===== config.mk =====
export PLATFORM = sky130hd
export DESIGN_NAME = plot_sequencer
export DESIGN_NICKNAME = d
export VERILOG_FILES = /design/src/rtl/lab4_pkg.sv /design/src/rtl/plot_clip.sv /design/src/rtl/plot_sequencer.sv
export SDC_FILE = /design/constraint.sdc
export NUM_CORES = 1
export LEC_CHECK = 0
export BUFFER_PORTS_ARGS = -buffer_cell sky130_fd_sc_hd__buf_2
export CORE_MARGIN = 10
export CORE_UTILIZATION = 46
export CTS_BUF_LIST = sky130_fd_sc_hd__clkbuf_8
export DETAILED_ROUTE_END_ITERATION = 8
export PLACE_DENSITY = 0.86
export SLEW_MARGIN = 5
export SYNTH_ARGS = -nofsm -noshare
export SYNTH_HDL_FRONTEND = slang
export SYNTH_HIERARCHICAL = 1
export SYNTH_SLANG_ARGS = --single-unit

===== constraint.sdc =====
create_clock -name clk -period 2.55 [get_ports clk]
set_clock_uncertainty 0.2 [all_clocks]
set_input_delay 0.1275 -clock clk [delete_from_list [all_inputs] [get_ports clk]]
set_output_delay 0.1275 -clock clk [all_outputs]
set_load 0.02 [all_outputs]

===== src/rtl/lab4_pkg.sv =====
// Shared definitions for the plot sequencer slice.
//   state_t       : sequencer states (IDLE -> CLEAR -> DRAW -> DONE)
//   SCREEN_W_DEF  : default visible columns
//   SCREEN_H_DEF  : default visible rows
package lab4_pkg;

    localparam int SCREEN_W_DEF = 160;
    localparam int SCREEN_H_DEF = 120;

    typedef enum logic [1:0] {
        ST_IDLE  = 2'd0,
        ST_CLEAR = 2'd1,
        ST_DRAW  = 2'd2,
        ST_DONE  = 2'd3
    } state_t;

endpackage


===== src/rtl/plot_clip.sv =====
// Combinational on-screen test for a single pixel.
//   x, y     : pixel coordinates
//   plot     : incoming plot strobe
//   plot_ok  : plot strobe, suppressed when the pixel lies off-screen
module plot_clip #(
    parameter int SCREEN_W = 160,
    parameter int SCREEN_H = 120
) (
    input  logic [7:0] x,
    input  logic [6:0] y,
    input  logic       plot,
    output logic       plot_ok
);

    assign plot_ok = plot && (int'(x) < SCREEN_W) && (int'(y) < SCREEN_H);

endmodule


===== src/rtl/plot_sequencer.sv =====
// Clear-then-draw sequencer. Starts the clear engine, then the draw engine,
// and muxes whichever engine is active onto a registered VGA pixel port.
//   clk, rst                  : clock, synchronous active-high reset
//   start / done              : level request / completion (done held until start drops)
//   clr_start / clr_done      : handshake to the clear engine
//   clr_x/y/colour/plot       : clear engine pixel
//   drw_start / drw_done      : handshake to the draw engine
//   drw_x/y/colour/plot       : draw engine pixel
//   vga_x/y/colour/plot       : registered pixel, one cycle behind the source
// Build option: define PLOT_CLIP_EN to suppress plotting of off-screen pixels.
module plot_sequencer
    import lab4_pkg::*;
#(
    parameter int SCREEN_W = SCREEN_W_DEF,
    parameter int SCREEN_H = SCREEN_H_DEF
) (
    input  logic       clk,
    input  logic       rst,
    input  logic       start,
    output logic       done,
    output logic       clr_start,
    input  logic       clr_done,
    input  logic [7:0] clr_x,
    input  logic [6:0] clr_y,
    input  logic [2:0] clr_colour,
    input  logic       clr_plot,
    output logic       drw_start,
    input  logic       drw_done,
    input  logic [7:0] drw_x,
    input  logic [6:0] drw_y,
    input  logic [2:0] drw_colour,
    input  logic       drw_plot,
    output logic [7:0] vga_x,
    output logic [6:0] vga_y,
    output logic [2:0] vga_colour,
    output logic       vga_plot
);

    state_t state, state_nxt;

    logic [7:0] sel_x;
    logic [6:0] sel_y;
    logic [2:0] sel_colour;
    logic       sel_plot;
    logic       out_plot;

    // Next state. Once launched, the sequence ignores start until DONE.
    always_comb begin
        state_nxt = state;
        case (state)
            ST_IDLE:  if (start)    state_nxt = ST_CLEAR;
            ST_CLEAR: if (clr_done) state_nxt = ST_DRAW;
            ST_DRAW:  if (drw_done) state_nxt = ST_DONE;
            ST_DONE:  if (!start)   state_nxt = ST_IDLE;
            default:                state_nxt = ST_IDLE;
        endcase
    end

    always_ff @(posedge clk) begin
        if (rst) state <= ST_IDLE;
        else     state <= state_nxt;
    end

    assign clr_start = (state == ST_CLEAR);
    assign drw_start = (state == ST_DRAW);
    assign done      = (state == ST_DONE);

    // Source select. The inactive engine's plot is never looked at, and in
    // IDLE/DONE the coordinates recirculate so the VGA port holds its values.
    // The pixel that arrives with an engine's done is still selected because
    // the state only advances on that same edge.
    always_comb begin
        sel_x      = vga_x;
        sel_y      = vga_y;
        sel_colour = vga_colour;
        sel_plot   = 1'b0;
        case (state)
            ST_CLEAR: begin
                sel_x      = clr_x;
                sel_y      = clr_y;
                sel_colour = clr_colour;
                sel_plot   = clr_plot;
            end
            ST_DRAW: begin
                sel_x      = drw_x;
                sel_y      = drw_y;
                sel_colour = drw_colour;
                sel_plot   = drw_plot;
            end
            default: ;
        endcase
    end

`ifdef PLOT_CLIP_EN
    plot_clip #(
        .SCREEN_W (SCREEN_W),
        .SCREEN_H (SCREEN_H)
    ) u_clip (
        .x       (sel_x),
        .y       (sel_y),
        .plot    (sel_plot),
        .plot_ok (out_plot)
    );
`else
    assign out_plot = sel_plot;
`endif

    always_ff @(posedge clk) begin
        if (rst) begin
            vga_x      <= '0;
            vga_y      <= '0;
            vga_colour <= '0;
            vga_plot   <= 1'b0;
        end else begin
            vga_x      <= sel_x;
            vga_y      <= sel_y;
            vga_colour <= sel_colour;
            vga_plot   <= out_plot;
        end
    end

endmodule


Yosys cells after proc, flatten, opt, wreduce, memory -nomap -nowiden. Index checks and enable logic that the tools add are counted.

Equal/unequal tests: 7. Muxes and demuxes: 9. Reductions and logical operators: 3.

Operators by type and width (count): 8-bit one-hot mux with 2 select lines (1); 7-bit one-hot mux with 2 select lines (1); 2-bit 2-to-1 mux (4); 2-bit one-hot mux with 4 select lines (1); 3-bit one-hot mux with 2 select lines (1); 2-bit equality test, second input constant (2); 2-bit by 1-bit != test with 1-bit output, second input constant (2); 2-bit != test, second input constant (2); 4-bit AND reduction (1); 2-bit by 1-bit equality test with 1-bit output, second input constant (1); 2-bit zero test (1); 1-bit one-hot mux with 2 select lines (1); 2-bit nonzero test (1).

Register bits: 21.

Longest topological paths before layout. Gate-level depths: netlist of the first run.

Word-level depth: 3. Gate-level depth with buffers: 6. Depth with buffers taken out: 5.

Worst setup path after synthesis of the first run. Ideal clock, no wire load.

Path kind: register -> register. From: register state[0]. To: register state[1]. Setup time: 72 ps. Arrival: 1342 ps. Required time: 2278 ps. Path slack: 937 ps. Cell stages (with the launch flop): 7. Buffers on the path: 1. Period minus slack after synthesis: 1613 ps. Path through: dfxtp_1 > inv_1 > ha_1 > buf_6 > inv_4 > o221ai_2 > mux2i_1.

Longest elaborated chain between the ends: 3. Elaborated cells on any way between the ends: 10. Those cells by class: eq/ne (7); mux (1); reduce/logical (2).

RTL lines: from (decl) (line plot_sequencer.sv:39) `state_t state, state_nxt;`; from (signal assigned) (line plot_sequencer.sv:61) `else state <= state_nxt;`; 2-bit equality test (*); via drw_start (line plot_sequencer.sv:27) `output logic drw_start,`; 2-bit by 1-bit != test with 1-bit output (no source line); 4-bit AND reduction (no source line).

Mark *: on every way through the listed nets, which the timed path passes. The rest lies on a longest branch. A chain may end at the register's enable or synchronous reset.

Worst setup path in the final report of the first run.
From: register state[0]. To: register vga_plot.

Longest elaborated chain between the ends: 2. Elaborated cells on any way between the ends: 3. Those cells by class: eq/ne (2); mux (1).

RTL lines: 2-bit equality test or 2-bit by 1-bit equality test with 1-bit output (tied branches) (line plot_sequencer.sv:77) `case (state)`; 1-bit one-hot mux with 2 select lines (*) (line plot_sequencer.sv:77); to (signal assigned) (line plot_sequencer.sv:118) `vga_plot <= out_plot;`; to (decl) (line plot_sequencer.sv:36) `output logic vga_plot`.

Every way passes the cells marked *; elsewhere a longest branch is shown, timed or not.

==> results of run 1 <==
-- area by class of cell --
class | instances | area [um^2] | share of cell area
Inverter | 5 | 21.3 | 0.0152
Clock inverter | 1 | 5.00 | 0.00358
Timing Repair Buffer | 69 | 363 | 0.259
Clock buffer | 3 | 41.3 | 0.0295
Tap cell | 27 | 33.8 | 0.0242
Multi-Input combinational cell | 67 | 514 | 0.368
Sequential cell | 21 | 420 | 0.301
-- logic make-up (layout without fill, tap and decap cells) --
logic type      count (synthesis)  after routing  synth area share
compound gates                 22             22             0.175
fa+ha+maj                       4              4            0.0496
buf+inv                        13             78            0.0732
flops                          21             21             0.417
mux                            20             20             0.202
simple gates                   21             21            0.0831
-- flip-flops by register name, summed over array words and instances, names as in the netlist --
name,count
vga_colour,3
vga_y,7
vga_x,8
vga_plot,1
state,2
-- layout by cell type (no fill, tap or decap), types with 2 or more instances in the layout --
master,synthesis,layout
dfxtp_1,21,21
clkbuf_8,0,3
ha_1,4,4
dlygate4sd3_1,0,2
mux2i_1,19,19
nor2_1,19,19
a211oi_1,19,19
buf_2,3,64
buf_4,1,3
inv_1,4,4
nand2b_1,2,2
-- power by group through the flow --
| stage | Sequential (mW) | Clock (mW) | Combinational [mW] |
|---|---|---|---|
| 2_1_floorplan | 0.631 | 0 | 0.668 |
| 3_3_place_gp | 0.511 | 0 | 0.970 |
| 3_5_place_dp | 0.514 | 0 | 1.02 |
| 4_1_cts | 0.510 | 0.214 | 1.03 |
| 5_1_grt | 0.523 | 0.227 | 1.12 |
| 6_report | 0.509 | 0.211 | 1.02 |
-- stage by stage --
step,utilization,std cells
CTS,0.692,193
global route,0.692,193
global placement,0.659,187
detailed placement,0.659,187
floorplan,-,101
finish,0.692,193
-- worst max-delay path: cells and delay by family, from the launching register on --
kind | cells | cell delay (ns)
AND/OR/NAND/NOR | 1 | 0.04
AO/OA/AOI/OAI | 1 | 0.19
buffers and inverters | 3 | 0.87
adder cells (fa/ha/maj) | 1 | 0.21
flip-flops | 1 | 0.37
-- per-layer routing --
metal | global-route usage | vias to the layer above | wire length, um
met5 | 0 | - | 0
met4 | 0.0864 | 0 | 101
met3 | 0.0468 | 8 | 225
met2 | 0.246 | 38 | 1600
met1 | 0.118 | 445 | 1020
li1 | - | 497 | -
-- path summary, 6_finish.rpt --
kind | cells past startpoint | startpoint | endpoint | slack [ns]
min | 3 | clr_x[6] | vga_x[6] | -0.001
max reg2reg | 6 | state[0] | vga_plot | 0.57
min reg2reg | 2 | vga_y[1] | vga_y[1] | 0.29
max | 6 | state[0] | vga_plot | 0.57
==> run metrics, run 1 <==
status=finished with violations; failing checks=negative hold slack; CTS resizes=0; Post-Syn Area=0.00101 mm^2; clock root buffer=clkbuf_8; drt drc=0; CP Max Fanout=14; ranking of synthesized cells by area=dfxtp_1 (42%), mux2i_1 (19%), a211oi_1 (14%); WS Path Type=reg2reg; Power Total=~1.7 mW; post-synth top area cell=dfxtp_1; startpoint types=flop; post-synthesis sequential area ratio=0.417; Ports=65; area of the die=0.00446 mm^2; top-count cell post-synth=dfxtp_1; area of the core=0.00202 mm^2; initial antenna violation count=0; clock power share=0.122; max incr delay on CP=0.57 ns; Mapped Nets=148; Nets=214; IO buf count=64; top_reg_cell synth=dfxtp_1; Area Growth Syn to Fin=38.7%; Sw Share=0.443; FFs w/ async S/R, synth=0; die height=66.8 um; Num CTS Buffers=3; setup repair after global routing missed its margin=no; Post-CTS Repair Setup Buffers=0; final hold vios=1; pin count of the biggest net entering global routing=24; wire length per cell=15.3 um; vias in the first global route=1,047; top-area cell type share of the netlist area=0.417; Longest Clk Path Bufs=2; Final ANT Viol Nets=0; Total Routed Length=around 3000 um; Hold-fix buffers, CTS=2; #FFs+latches synth=21; RD Place Congestion=0.685; period utilisation layout=0.777; post-route cell area=0.00140 mm^2; DP HPWL=roughly 2400 um; CP cell instances=inv_1 > ha_1 > buf_4 > a22oi_1 > dlygate4sd3_1 > nor2_1; Flop pwr share=0.293; drt first pass iters=4; setup violators final=0; Max Freq=504 MHz; post-synth cell types=17; GR Util All Layers=0.133; ANT cells=0; Sinks on Clock Net=21; # rows=16; Worst Setup End Kind=flop; grt ovf=0; Slew headroom=0.721; Die W=~67 um; Net Sw Power=0.768 mW; WHS=-0.00103 ns; EDFF count, synth=0; Initial Util=0.499; Tmin final=1.98 ns; vias per std cell=5.12; Max stage delay cell, worst path=dlygate4sd3_1; setup slack after layout=0.568 ns; Lkg Pwr=0.656 nW; share of layout cells above drive strength 1=0.446; clock latency on the worst-skew pair=about 0.25 ns; yosys warns=6; Reg clk slew, reported paths=0.08 ns; Worst Hold Class=in2reg; via count=approximately 1,000; FILL cells=173; setup tns final=0 ns; Avg Synthesized Cell Area=9.98 um^2; Logic pwr share=0.585; Worst-Margin Slew=approximately 0.42 ns; Synth top cells by count=dfxtp_1 (21), a211oi_1 (19), mux2i_1 (19), nor2_1 (19); Internal=0.967 mW; CP arrival=1.94 ns; DRT iter0 DRCs=21; Max Cap Viol=0; H-tree depth=1; pre-CTS setup slack=approximately 0.61 ns; first-pass GRT wire length=4570 um; TritonCTS clock tree=done; cells after synthesis=101; VDD IR max=between 0.7 and 0.8 mV; Power Dens Cells=1240 mW/mm^2; Post-DP Area=around 0.0013 mm^2; Pins Over Slew Limit=0; Worst EP required=~2.5 ns
(Power assumes the default switching activity.)
==> run 2: changes to the inputs <==
- ABC_AREA: default -> 1
- CORE_UTILIZATION: 46 -> 39
- PLACE_DENSITY: 0.86 -> 0.78
- clock period: 2.55 -> 1.8 ns (I/O delays scaled with it)
==> run 2 against run 1 <==
The flow now finishes without violations. Final cell count increased by 37%. Global-route usage increased by 2.5 points. First-iteration DRC count increased to 3.6 times the previous value. Sequential share of layout area decreased by 6.1 points. Sequential power increased by 40%. Critical path depth decreased by 2. Combinational power increased by 39%. Synthesized area decreased by 0.12%. Die area increased by 12%. Largest power group unchanged. Highest routed layer unchanged.
==> run metrics, run 2 <==
#FFs+latches synth=21 (unchanged); Sw Share=0.467 (was 0.443); cell count after placement=222 (was 187); register area=420 um^2 (unchanged); period utilisation layout=0.942; clock latency on the worst-skew pair=0.26 ns (was 0.25 ns); WS Path Type=reg2out (was reg2reg); Tmin final=1.70 ns; drt first pass iters=4 (unchanged); EDFF count, synth=0 (unchanged); Total Routed Length=4000 um (was 2950 um); die height=70.8 um (was 66.8 um); ranking of synthesized cells by area=dfxtp_1 (42%), a21oi_1 (16%), nand2_1 (12%) (was dfxtp_1 (42%), mux2i_1 (19%), a211oi_1 (14%)); max incr delay on CP=0.34 ns (was 0.57 ns); Finished Layout Cells=265 (was 193); wl on met1=1500 um (was 1020 um); Power Dens Cells=1390 mW/mm^2 (was 1240 mW/mm^2); Longest Clk Path Bufs=2 (unchanged); CP Max Fanout=17 (was 14); pin count of the biggest net entering global routing=21 (was 24); Mapped Nets=180 (was 148); Worst EP required=1.51 ns (was 2.51 ns); Worst-Margin Slew=0.482 ns (was 0.418 ns); routed wl met2=1980 um (was 1600 um); DP HPWL=2370 um (was 2440 um); # rows=18 (was 16); Worst Hold Class=in2reg (unchanged); WHS=0.0408 ns (was -0.00103 ns); IO buf count=64 (unchanged); Logic pwr share=0.579 (was 0.585); Post-DP Area=0.00131 mm^2 (was 0.00133 mm^2); area of the die=0.00502 mm^2 (was 0.00446 mm^2); Avg Synthesized Cell Area=7.57 um^2 (was 9.98 um^2); Nets=283 (was 214); highest routing layer actually used=met4 (unchanged); Slew headroom=0.678 (was 0.721); grt ovf=0 (unchanged); Sinks on Clock Net=21 (unchanged); setup repair after global routing missed its margin=no (unchanged); post-synth cell types=18 (was 17); CP arrival=1.41 ns (was 1.94 ns); yosys warns=6 (unchanged); Post-Syn Area=0.00101 mm^2 (about the same); vias per std cell=4.85 (was 5.12); drt drc=0 (unchanged); setup slack after layout=0.104 ns (was 0.568 ns); top_reg_cell synth=dfxtp_1 (unchanged); Reg clk slew, reported paths=0.08 ns (about the same); Max stage delay cell, worst path=dfxtp_1 (was dlygate4sd3_1); top-area cell type share of the netlist area=0.417 (about the same); met3 wire length=444 um (was 225 um); Ports=65 (unchanged); Largest register FFs=8 (unchanged); vias in the first global route=1,415 (was 1,047); clock power share=0.129 (was 0.122); top-count cell post-synth=a21oi_1 (was dfxtp_1); commonest non-fill, non-tap cell in the layout=buf_2 (unchanged); Initial Util=0.407 (was 0.499); clock root buffer=clkbuf_8 (unchanged); wire length per cell=15.1 um (was 15.3 um); setup tns final=0 ns (unchanged); Internal=1.30 mW (was 0.967 mW); share of layout cells above drive strength 1=0.332 (was 0.446); Power Total=2.45 mW (was 1.74 mW); most frequent cells in the layout=buf_2 (64), dlygate4sd3_1 (39), a21oi_1 (33) (was buf_2 (64), dfxtp_1 (21), mux2i_1 (19), nor2_1 (19), a211oi_1 (19)); post-route cell area=0.00175 mm^2 (was 0.00140 mm^2); via count=1,285 (was 988); Synth top cells by count=a21oi_1 (33), nand2_1 (31), dfxtp_1 (21) (was dfxtp_1 (21), a211oi_1 (19), mux2i_1 (19), nor2_1 (19)); FFs w/ async S/R, synth=0 (unchanged); pre-CTS setup slack=0.171 ns (was 0.606 ns); Pins Over Slew Limit=0 (unchanged); Lkg Pwr=0.913 nW (was 0.656 nW); RD Place Congestion=0.738 (was 0.685); Num CTS Buffers=3 (unchanged); Area Growth Syn to Fin=74.2% (was 38.7%); Max Cap Viol=0 (unchanged); Net Sw Power=1.14 mW (was 0.768 mW); final hold vios=0 (was 1); cells after synthesis=133 (was 101); CP cell instances=inv_1 > ha_2 > buf_4 > buf_2 (was inv_1 > ha_1 > buf_4 > a22oi_1 > dlygate4sd3_1 > nor2_1); Final ANT Viol Nets=0 (unchanged); VDD IR max=1.01 mV (was 0.781 mV); Worst Setup End Kind=primary output (was flop); DRT iter0 DRCs=76 (was 21); Die W=70.8 um (was 66.8 um); Multi-input gate area=480 um^2 (was 514 um^2); registers with the most flip-flops=vga_x: 8 flops, vga_y: 7 flops, vga_colour: 3 flops (unchanged); area of the core=0.00248 mm^2 (was 0.00202 mm^2); H-tree depth=1 (unchanged); FILL cells=217 (was 173); post-synthesis sequential area ratio=0.417 (about the same); Flop pwr share=0.292 (was 0.293); GR Util All Layers=0.158 (was 0.133); Largest Register=vga_x (unchanged); ANT cells=0 (unchanged); initial antenna violation count=0 (unchanged); TritonCTS clock tree=done (unchanged); startpoint types=flop (unchanged); Max Freq=just under 600 MHz; setup violators final=0 (unchanged); final core occ=0.708 (was 0.692); post-synth top area cell=dfxtp_1 (unchanged); first-pass GRT wire length=6660 um (was 4570 um); status=complete, no violations (was finished with violations)
run 2: cells by family (layout without fill, tap and decap cells):
group	count (synthesis)	in the layout	synth area share
AO/OA/AOI/OAI	53	53	0.277
flip-flops	21	21	0.417
buffers and inverters	17	119	0.111
adder cells (fa/ha/maj)	4	4	0.0497
AND/OR/NAND/NOR	38	38	0.145
run 2: cell type report:
class	count	area share
clock buffer	3	0.0235
clock inverter	1	0.00285
inverter	9	0.0207
multi-input combinational	95	0.274
sequential	21	0.240
tap	30	0.0214
timing repair buffer	106	0.418
run 2: repair_timing:
| item | 4_1_cts | 5_1_grt |
|---|---|---|
| hold buffers | 39 | 0 |
| setup buffers | 0 | 0 |
| endpoints found under the setup margin | 0 | 5 |
| resized for setup | 0 | 4 |
| endpoints found under the hold margin | 19 | 0 |
run 2: critical path, delay by kind of cell, from the launching register on:
family,cells,cell delay (ns)
buffers and inverters,3,0.54
flip-flops,1,0.34
adder cells (fa/ha/maj),1,0.26
run 2: metal layers:
layer	vias to the layer above	track usage
met5	-	0
met4	0	0.0559
met3	8	0.0683
met2	71	0.274
met1	561	0.166
li1	645	-
run 2: power by group through the flow:
stage	combinational (mW)	clock, mW	sequential, mW
floorplan	0.847	0	0.892
global route	1.58	0.346	0.737
CTS	1.36	0.316	0.712
global placement	1.28	0	0.715
finish	1.42	0.315	0.714
detailed placement	1.29	0	0.721
run 2: final timing paths:
| check | cells past startpoint | from | slack [ns] | endpoint |
|---|---|---|---|---|
| max reg2reg | 5 | state[1] | 0.14 | vga_y[1] |
| min reg2reg | 2 | vga_colour[0] | 0.29 | vga_colour[0] |
| min | 6 | start | 0.04 | state[0] |
| max | 4 | state[0] | 0.10 | drw_start |
